[config.mk]
export PLATFORM = sky130hd
export DESIGN_NAME = branch_predictor_flat
export DESIGN_NICKNAME = d
export VERILOG_FILES = /design/src/rtl/bp_pkg.sv /design/src/rtl/branch_predictor_if.sv /design/src/rtl/bp_table.sv /design/src/rtl/branch_predictor.sv /design/src/flat_wrapper.sv
export SDC_FILE = /design/constraint.sdc
export NUM_CORES = 2
export LEC_CHECK = 0
export ABC_AREA = 1
export CORE_ASPECT_RATIO = 1.4
export CORE_MARGIN = 4
export CORE_UTILIZATION = 55
export CTS_CLUSTER_SIZE = 40
export DETAILED_ROUTE_END_ITERATION = 16
export HOLD_SLACK_MARGIN = 0.05
export PLACE_DENSITY = 0.76
export SYNTH_ARGS = -nofsm -noshare
export SYNTH_HDL_FRONTEND = slang
export SYNTH_SLANG_ARGS = --single-unit
[constraint.sdc]
create_clock -name clk -period 50 [get_ports clk]
set_clock_uncertainty 0.2 [all_clocks]
set_input_delay 5 -clock clk [delete_from_list [all_inputs] [get_ports clk]]
set_output_delay 5 -clock clk [all_outputs]
set_load 0.01 [all_outputs]
[src/rtl/bp_pkg.sv]
// Shared types and helpers for the branch predictor: counter encodings, BTB entry
// layout and the PC-to-index/tag split.
package bp_pkg;

    localparam int XLEN        = 32;
    localparam int IDX_BITS    = 4;
    localparam int TAG_BITS    = 8;
    localparam int NUM_ENTRIES = 1 << IDX_BITS;

    typedef enum logic [1:0] {
        SNT = 2'b00,
        WNT = 2'b01,
        WT  = 2'b10,
        ST  = 2'b11
    } ctr_t;

    typedef struct packed {
        logic                valid;
        logic [TAG_BITS-1:0] tag;
        logic [XLEN-1:0]     target;
        ctr_t                ctr;
    } bp_entry_t;

    localparam bp_entry_t ENTRY_RESET = '{valid: 1'b0, tag: '0, target: '0, ctr: WNT};

    // Saturating two-bit counter step; ST and SNT hold rather than wrap.
    function automatic ctr_t sat_update(input ctr_t ctr, input logic taken);
        logic [1:0] nxt;
        nxt = ctr;
        if (taken) begin
            if (ctr != ST) nxt = ctr + 2'd1;
        end else begin
            if (ctr != SNT) nxt = ctr - 2'd1;
        end
        return ctr_t'(nxt);
    endfunction

    function automatic logic [IDX_BITS-1:0] pc_index(input logic [XLEN-1:0] pc);
        return pc[IDX_BITS+1:2];
    endfunction

    function automatic logic [TAG_BITS-1:0] pc_tag(input logic [XLEN-1:0] pc);
        return pc[IDX_BITS+2 +: TAG_BITS];
    endfunction

endpackage

[src/rtl/branch_predictor_if.sv]
// Fetch-side lookup, resolved-branch update and mispredict signals of the predictor.
interface branch_predictor_if;
    import bp_pkg::*;

    logic [XLEN-1:0] if_pc;
    logic            prediction;
    logic [XLEN-1:0] control_pc;

    logic            upd_valid;
    logic [XLEN-1:0] upd_pc;
    logic            upd_taken;
    logic [XLEN-1:0] upd_target;
    logic            upd_predicted;
    logic [XLEN-1:0] upd_pred_target;

    logic            flush;
    logic [XLEN-1:0] pc_branch;
    logic [31:0]     br_count;
    logic [31:0]     mispred_count;

    modport master (
        output if_pc, upd_valid, upd_pc, upd_taken, upd_target, upd_predicted, upd_pred_target,
        input  prediction, control_pc, flush, pc_branch, br_count, mispred_count
    );

    modport slave (
        input  if_pc, upd_valid, upd_pc, upd_taken, upd_target, upd_predicted, upd_pred_target,
        output prediction, control_pc, flush, pc_branch, br_count, mispred_count
    );

endinterface

[src/rtl/bp_table.sv]
// Direct-mapped BTB with 2-bit counters: one combinational lookup port and one
// read-modify-write update port; lookup always sees pre-update contents.
module bp_table
    import bp_pkg::*;
(
    input  logic            clk,
    input  logic            rst,
    input  logic [XLEN-1:0] rd_pc,
    output logic            rd_hit,
    output logic            rd_taken,
    output logic [XLEN-1:0] rd_target,
    input  logic            wr_valid,
    input  logic [XLEN-1:0] wr_pc,
    input  logic            wr_taken,
    input  logic [XLEN-1:0] wr_target
);

    bp_entry_t entries [NUM_ENTRIES];

    logic [IDX_BITS-1:0] rd_idx;
    logic [IDX_BITS-1:0] wr_idx;
    logic [TAG_BITS-1:0] wr_tag;
    bp_entry_t           rd_entry;
    bp_entry_t           wr_entry;
    logic                wr_hit;

    assign rd_idx   = pc_index(rd_pc);
    assign rd_entry = entries[rd_idx];
    assign rd_hit   = rd_entry.valid && (rd_entry.tag == pc_tag(rd_pc));
    assign rd_taken = rd_entry.ctr[1];
    assign rd_target = rd_entry.target;

    assign wr_idx   = pc_index(wr_pc);
    assign wr_tag   = pc_tag(wr_pc);
    assign wr_entry = entries[wr_idx];
    assign wr_hit   = wr_entry.valid && (wr_entry.tag == wr_tag);

    always_ff @(posedge clk or posedge rst) begin
        if (rst) begin
            for (int i = 0; i < NUM_ENTRIES; i++) begin
                entries[i] <= ENTRY_RESET;
            end
        end else if (wr_valid) begin
            if (wr_hit) begin
                entries[wr_idx].ctr <= sat_update(wr_entry.ctr, wr_taken);
                if (wr_taken) entries[wr_idx].target <= wr_target;
            end else if (wr_taken) begin
                // Taken miss replaces whatever aliases to this index.
                entries[wr_idx] <= '{valid: 1'b1, tag: wr_tag, target: wr_target, ctr: WT};
            end
        end
    end

endmodule

[src/rtl/branch_predictor.sv]
// Fetch-stage branch predictor: BTB lookup for IF, mispredict detection and
// correct-PC generation for resolved branches, plus branch/mispredict counters.
module branch_predictor
    import bp_pkg::*;
(
    input  logic               clk,
    input  logic               rst,
    branch_predictor_if.slave  bus
);

    logic            rd_hit;
    logic            rd_taken;
    logic [XLEN-1:0] rd_target;
    logic            flush;

    bp_table u_table (
        .clk       (clk),
        .rst       (rst),
        .rd_pc     (bus.if_pc),
        .rd_hit    (rd_hit),
        .rd_taken  (rd_taken),
        .rd_target (rd_target),
        .wr_valid  (bus.upd_valid),
        .wr_pc     (bus.upd_pc),
        .wr_taken  (bus.upd_taken),
        .wr_target (bus.upd_target)
    );

    assign bus.prediction = rd_hit & rd_taken;
    assign bus.control_pc = bus.prediction ? rd_target : bus.if_pc + 32'd4;

    // Wrong direction, or right direction but the carried target went stale.
    assign flush = bus.upd_valid &
                   ((bus.upd_taken != bus.upd_predicted) |
                    (bus.upd_taken & bus.upd_predicted & (bus.upd_pred_target != bus.upd_target)));
    assign bus.flush     = flush;
    assign bus.pc_branch = bus.upd_taken ? bus.upd_target : bus.upd_pc + 32'd4;

    always_ff @(posedge clk or posedge rst) begin
        if (rst) begin
            bus.br_count      <= '0;
            bus.mispred_count <= '0;
        end else begin
            if (bus.upd_valid) bus.br_count      <= bus.br_count + 32'd1;
            if (flush)         bus.mispred_count <= bus.mispred_count + 32'd1;
        end
    end

endmodule

[src/flat_wrapper.sv]
// flat-port wrapper written by rule: the top's interface ports become plain ports
module branch_predictor_flat import bp_pkg::*;
  (clk, rst, bus_if_pc, bus_upd_valid, bus_upd_pc, bus_upd_taken, bus_upd_target, bus_upd_predicted, bus_upd_pred_target, bus_prediction, bus_control_pc, bus_flush, bus_pc_branch, bus_br_count, bus_mispred_count);
  branch_predictor_if bus_i ();
  input  logic clk;
  input  logic rst;
  input wire logic [$bits(bus_i.if_pc)-1:0] bus_if_pc;
  input wire logic [$bits(bus_i.upd_valid)-1:0] bus_upd_valid;
  input wire logic [$bits(bus_i.upd_pc)-1:0] bus_upd_pc;
  input wire logic [$bits(bus_i.upd_taken)-1:0] bus_upd_taken;
  input wire logic [$bits(bus_i.upd_target)-1:0] bus_upd_target;
  input wire logic [$bits(bus_i.upd_predicted)-1:0] bus_upd_predicted;
  input wire logic [$bits(bus_i.upd_pred_target)-1:0] bus_upd_pred_target;
  output wire logic [$bits(bus_i.prediction)-1:0] bus_prediction;
  output wire logic [$bits(bus_i.control_pc)-1:0] bus_control_pc;
  output wire logic [$bits(bus_i.flush)-1:0] bus_flush;
  output wire logic [$bits(bus_i.pc_branch)-1:0] bus_pc_branch;
  output wire logic [$bits(bus_i.br_count)-1:0] bus_br_count;
  output wire logic [$bits(bus_i.mispred_count)-1:0] bus_mispred_count;
  assign bus_i.if_pc = bus_if_pc;
  assign bus_i.upd_valid = bus_upd_valid;
  assign bus_i.upd_pc = bus_upd_pc;
  assign bus_i.upd_taken = bus_upd_taken;
  assign bus_i.upd_target = bus_upd_target;
  assign bus_i.upd_predicted = bus_upd_predicted;
  assign bus_i.upd_pred_target = bus_upd_pred_target;
  assign bus_prediction = bus_i.prediction;
  assign bus_control_pc = bus_i.control_pc;
  assign bus_flush = bus_i.flush;
  assign bus_pc_branch = bus_i.pc_branch;
  assign bus_br_count = bus_i.br_count;
  assign bus_mispred_count = bus_i.mispred_count;
  branch_predictor u_core (.clk(clk), .rst(rst), .bus(bus_i));
endmodule
# ---- Yosys cells after proc, flatten, opt, wreduce, memory -nomap -nowiden
# Index checks and enable logic that the tools add are counted.
# W data, S select, Z words.
dict set report totals {
  input_bits 133
  reg_bits 752
  out_inout_bits 130
}
dict set report classes {
  bitwise 7
  n_lt_le_gt_ge 3
  eq_ne 5
  addsub 6
  muxes 25
  n_reduce_logical 6
}
# operator n
set ops {}
lappend ops {{$bwmux W688} 3}
lappend ops {{$mux W688} 3}
lappend ops {{$demux W43 S4} 3}
lappend ops {{$bmux W43 S4} 2}
lappend ops {{$mux W43} 5}
lappend ops {{$add A32 B1 Y32 const B} 2}
lappend ops {{$add A32 B3 Y32 const B} 2}
lappend ops {{$mux W32} 2}
lappend ops {{$mux W34} 1}
lappend ops {{$ne A32 B32 Y1} 1}
lappend ops {{$eq A8 B8 Y1} 2}
lappend ops {{$mux W2} 6}
lappend ops {{$ge A5 B5 Y1 const B} 2}
lappend ops {{$not A4 Y5} 2}
lappend ops {{$lt A5 B1 Y1 const B} 1}
lappend ops {{$and A1 B1 Y1} 4}
lappend ops {{$reduce_bool A2 Y1} 2}
lappend ops {{$logic_and A1 B1 Y1} 3}
lappend ops {{$add A2 B1 Y2 const B} 1}
lappend ops {{$ne A2 B2 Y1 const B} 1}
lappend ops {{$reduce_and A2 Y1} 1}
lappend ops {{$sub A2 B1 Y2 const B} 1}
lappend ops {{$ne A1 B1 Y1} 1}
lappend ops {{$or A1 B1 Y1} 1}

# ---- Depth between registers and ports, before layout
dict set report logic_depth {
  depth_word 13
  depth_mapped 19
}

# ---- Modules after synthesis
# From an unflattened synthesis, not the netlist that was laid out.
dict set report unflattened {
  hier_cells 4979
  hier_area_um2 38599.5
}
# mod seq_area_each_um2 area_each_um2 cells_per_inst instances
set modules_own_cells {}
lappend modules_own_cells {bp_table 17236.5 32329.8 3982 1}
lappend modules_own_cells {branch_predictor 1601.5 6269.8 997 1}

# ---- Least setup slack after synthesis
# OpenSTA, ideal clock, no wires.
dict set report synth_path {
  path_kind {input to output}
  start {input bus_if_pc[3]}
  end {output bus_control_pc[31]}
  cell_stages 13
  t_arrival_ns 6.853
  slack_ns 37.947
  required_ns 44.800
  cell_sequence {buf_2 buf_4 buf_4 nand3_1 nor3_2 nand3_1 nor2_1 nand2_1 nor3_1 nand4_1 xnor2_1 nand2_1 nand2_1}
}
dict set report synth_between {
  elab_chain_len 8
  elab_cells_between_ends 9
  cone_classes {add/sub (1); eq/ne (1); mux (4); bitwise (2); reduce/logical (1)}
}
# element line
set synth_lines {}
lappend synth_lines {{start: declaration} flat_wrapper.sv:7} ;# input wire logic [$bits(bus_i.if_pc)-1:0] bus_if_pc;
lappend synth_lines {{$not A4 Y5 (not written as such)} bp_table.sv:28} ;# assign rd_entry = entries[rd_idx];
lappend synth_lines {{$bmux W43 S4} bp_table.sv:28}
lappend synth_lines {{$mux W43 (not written as such) (2 in series)} bp_table.sv:28}
lappend synth_lines {{$eq A8 B8 Y1} bp_table.sv:29} ;# assign rd_hit = rd_entry.valid && (rd_entry.tag == pc_tag(rd_pc));
lappend synth_lines {{$logic_and A1 B1 Y1} bp_table.sv:29}
lappend synth_lines {{$and A1 B1 Y1} branch_predictor.sv:29} ;# assign bus.prediction = rd_hit & rd_taken;
lappend synth_lines {{$mux W32 *} branch_predictor.sv:30} ;# assign bus.control_pc = bus.prediction ? rd_target : bus.if_pc + 32'd4;
lappend synth_lines {{end: declaration} flat_wrapper.sv:15} ;# output wire logic [$bits(bus_i.control_pc)-1:0] bus_control_pc;
# Every way passes the cells marked *; elsewhere a longest branch is shown, timed or not. The select of a mux whose other input is x is not followed.

# ---- Worst setup path in the final report
dict set report layout_path {
  start {input bus_if_pc[4]}
  end {output bus_control_pc[9]}
}
# The elaborated chain is that of the path after synthesis.

==> impl_metrics.tcl <==
set metrics [dict create \
    status "complete, no violations" \
    die_area_sq_um 74300 \
    ctsHoldBuffers 0 \
    grt_setup_unrepaired "no" \
    clk_pin_slew_ps 60 \
    synth_cell_types 41 \
    p_sw_share_pct 30.3 \
    ys_seq_area_share_pct 49.0 \
    fmax_mhz 65.1 \
    drtPass1Iterations 7 \
    arrival_ps 10150 \
    track_usage_pct 35.2 \
    power_density_nw_per_um2 39.4 \
    r2r-end "u_core.u_table.entries[553]" \
    rrSetupSlack_ps 46270 \
    die_w_um 232 \
    critPathCaptureType "output pin" \
    cts_buffers 77 \
    htreeDepth 3 \
    fp-row-count 114 \
    final_common_cell "nand2_1" \
    p_leak_nw 20.2 \
    drv_cap 0 \
    clk_path_buf_depth 3 \
    hold_viol_final 0 \
    start_kind "input port" \
    postCtsSetupBuffers 0 \
    area_growth_pct 14.4 \
    power_mw 1.74 \
    overflow 0 \
    core_region_area_sq_um 69200 \
    setup-violations-final 0 \
    start_util_pct 55.6 \
    cts_tree "done" \
    route.vias.total 36300 \
    p_sw_mw 0.527 \
    timing.setup.tns_ps 0 \
    critPathMaxStageDelay_ps 820 \
    clk_latency_ps 660 \
    dp_hpwl_um 86800 \
    ant_nets 0 \
    drt-total-wl_um 133000 \
    wl_per_cell_um 21.8 \
    ys.flop_type "dfrtp_1" \
    grt_first_pass_wirelength_um 203000 \
    final_cell_mix "nand2_1 (1136), o21ai_0 (836), dfrtp_1 (736), nor2_1 (518), a21oi_1 (426)" \
    hp-class "flop to flop" \
    power_frac_comb_pct 18.7 \
    root_buffer "clkbuf_16" \
    worst_pin_slew_ps 1090 \
    avgSynthCellArea_sq_um 7.62 \
    worst_ep_required_time_ps 44800 \
    vias_per_cell 5.97 \
    io_buffers 262 \
    critPathMaxFanout 39 \
    peakVddDrop_v 0.0000311 \
    critical_path.top_delay_family "buffers and inverters" \
    gp_congestion 0.996 \
    syn_area_sq_um 38500 \
    drt_iter0_markers 4534 \
    syn_inst 5051 \
    ys_warn_count 0 \
    antenna_found_initial 8 \
    fin_crit_ps 15350 \
    p_int_mw 1.21 \
    r2r_start "u_core.u_table.entries[426]" \
    io_pins 263 \
    critical_path_class "input port to output pin" \
    clkPwrFrac_pct 35.5 \
    first_global_vias 34300 \
    drive_gt1_share_pct 4.91 \
    grt_start_max_net_pins 192 \
    ys_ff_latch 752 \
    power_frac_seq_pct 45.8 \
    drc 0 \
    ctsResizeCount 0 \
    hold_start "u_core.u_table.entries[387]" \
    synth_edf_count 0 \
    post-route-period-util_pct 30.7 \
    hold_end "u_core.u_table.entries[387]" \
    slowest_stage "nor2_2" \
    fp.dieH_um 321 \
    layout.nets 5234 \
    maxSlewViolCount 0 \
    syn_nets 5193 \
    path_cells "buf_2 > buf_4 > inv_1 > buf_4 > nand3_1 > nand3_1 > nand3_1 > o21ai_1 > nor2_1 > nand2_1 > nor2_2 > buf_4 > nand2_1 > buf_4 > nand2_1 > nand2_1 > clkdlybuf4s50_1" \
    slew_headroom_pct 26.9 \
    cts.sinks 752 \
    critPathLaunch "bus_if_pc[4]" \
    worstPathBufferInverterCount 7 \
    rr_worst_depth 12 \
    async_reset_ff_share_pct 100 \
    whs_path_depth 2 \
]
==> final cells by class <==
type	count	area, sq um
fillers	6101	25200
clock buffers	109	2240
well taps	928	1160
clock inverters	29	448
diodes	3	7.51
flip-flops and latches	752	18800
multi-input cells	3557	16800
repair buffers	321	3100
inverters	383	1460
==> tightest hold or removal path: stages (launching register included) <==
cell	delay, ps
dfstp_2	360
nand2_1	50
nand2_1	40
==> sequential cells by signal, summed over array words and instances, names as in the netlist <==
| signal | cells |
|---|---|
| u_core.bus.mispred_count | 32 |
| u_core.u_table.entries | 688 |
| u_core.bus.br_count | 32 |
==> per-stage QoR <==
| stage | util (%) | hold WS, ps | cells | cell area, sq um | worst slack [ps] |
|---|---|---|---|---|---|
| 6_report | 63.6 | 261 | 6082 | 44000 | 34650 |
| 5_1_grt | 63.6 | 283 | 6079 | 44000 | 34390 |
| 4_1_cts | 63.6 | 262 | 6079 | 44000 | 34810 |
| 3_5_place_dp | 59.7 | 252 | 5941 | 41300 | 34830 |
| 3_3_place_gp | 59.7 | 247 | 5941 | 41300 | 34930 |
| 2_1_floorplan | - | 241 | 5051 | 38500 | 23720 |
==> cell usage after synthesis (2+ instances only) <==
| cell type | instances | share of area, % |
|---|---|---|
| o21ai_0 | 836 | 11 |
| nand3_1 | 277 | 3.6 |
| nand3b_1 | 3 | 0.059 |
| nand4_1 | 28 | 0.46 |
| dfrtp_1 | 736 | 48 |
| or2_2 | 2 | 0.033 |
| nor3_2 | 2 | 0.052 |
| buf_1 | 29 | 0.28 |
| o21ai_1 | 3 | 0.039 |
| o221ai_1 | 19 | 0.43 |
| a21oi_1 | 426 | 5.5 |
| nor2_1 | 522 | 5.1 |
| buf_6 | 5 | 0.15 |
| inv_2 | 3 | 0.029 |
| dfstp_2 | 16 | 1.1 |
| a31oi_1 | 3 | 0.049 |
| o211ai_2 | 3 | 0.098 |
| inv_1 | 377 | 3.7 |
| nand2_1 | 1141 | 11 |
| buf_4 | 14 | 0.27 |
| xor2_1 | 63 | 1.4 |
| nor2_2 | 2 | 0.033 |
| ha_1 | 9 | 0.29 |
| nor4_1 | 15 | 0.24 |
| o211ai_1 | 49 | 0.96 |
| nand2_4 | 8 | 0.23 |
| xnor2_1 | 68 | 1.5 |
| clkbuf_1 | 260 | 2.5 |
| clkinv_1 | 2 | 0.020 |
| buf_2 | 51 | 0.66 |
| nor3_1 | 43 | 0.56 |
| o22ai_1 | 27 | 0.44 |
==> power groups by stage <==
stage | logic [mW] | registers [mW] | clock network, mW
2_1_floorplan | 0.209 | 0.788 | 0
3_3_place_gp | 0.309 | 0.798 | 0
3_5_place_dp | 0.318 | 0.802 | 0
4_1_cts | 0.321 | 0.792 | 0.622
5_1_grt | 0.363 | 0.807 | 0.647
6_report | 0.324 | 0.795 | 0.617
==> cell families (layout without fill, tap and decap cells) <==
group           Yosys count  count (layout)  share of synthesized area, %
flops                   752             752                          49.0
simple gates           2047            2047                          21.6
xor+xnor                131             131                          2.98
compound gates         1370            1370                          18.5
other cells               0               3                             0
buf+inv                 742             842                          7.64
fa+ha+maj                 9               9                         0.293
==> per-layer routing <==
layer	GRT usage [%]	vias to the layer above	wire length (um)
li1	-	16600	-
met2	55.9	2047	61100
met1	44.5	17200	49000
met4	22.7	8	10100
met3	6.67	498	12800
met5	0	-	43
==> how the worst max path moves through the flow <==
stage	endpoint	slack, ps	cells after the start
floorplan	u_core.bus.br_count[0]	23720	1
global placement	bus_control_pc[2]	34930	18
detailed placement	bus_control_pc[6]	34830	18
CTS	bus_control_pc[6]	34810	18
global route	bus_control_pc[6]	34390	19
finish	bus_control_pc[9]	34650	17
Note: power is estimated with default switching activity, not from simulation.
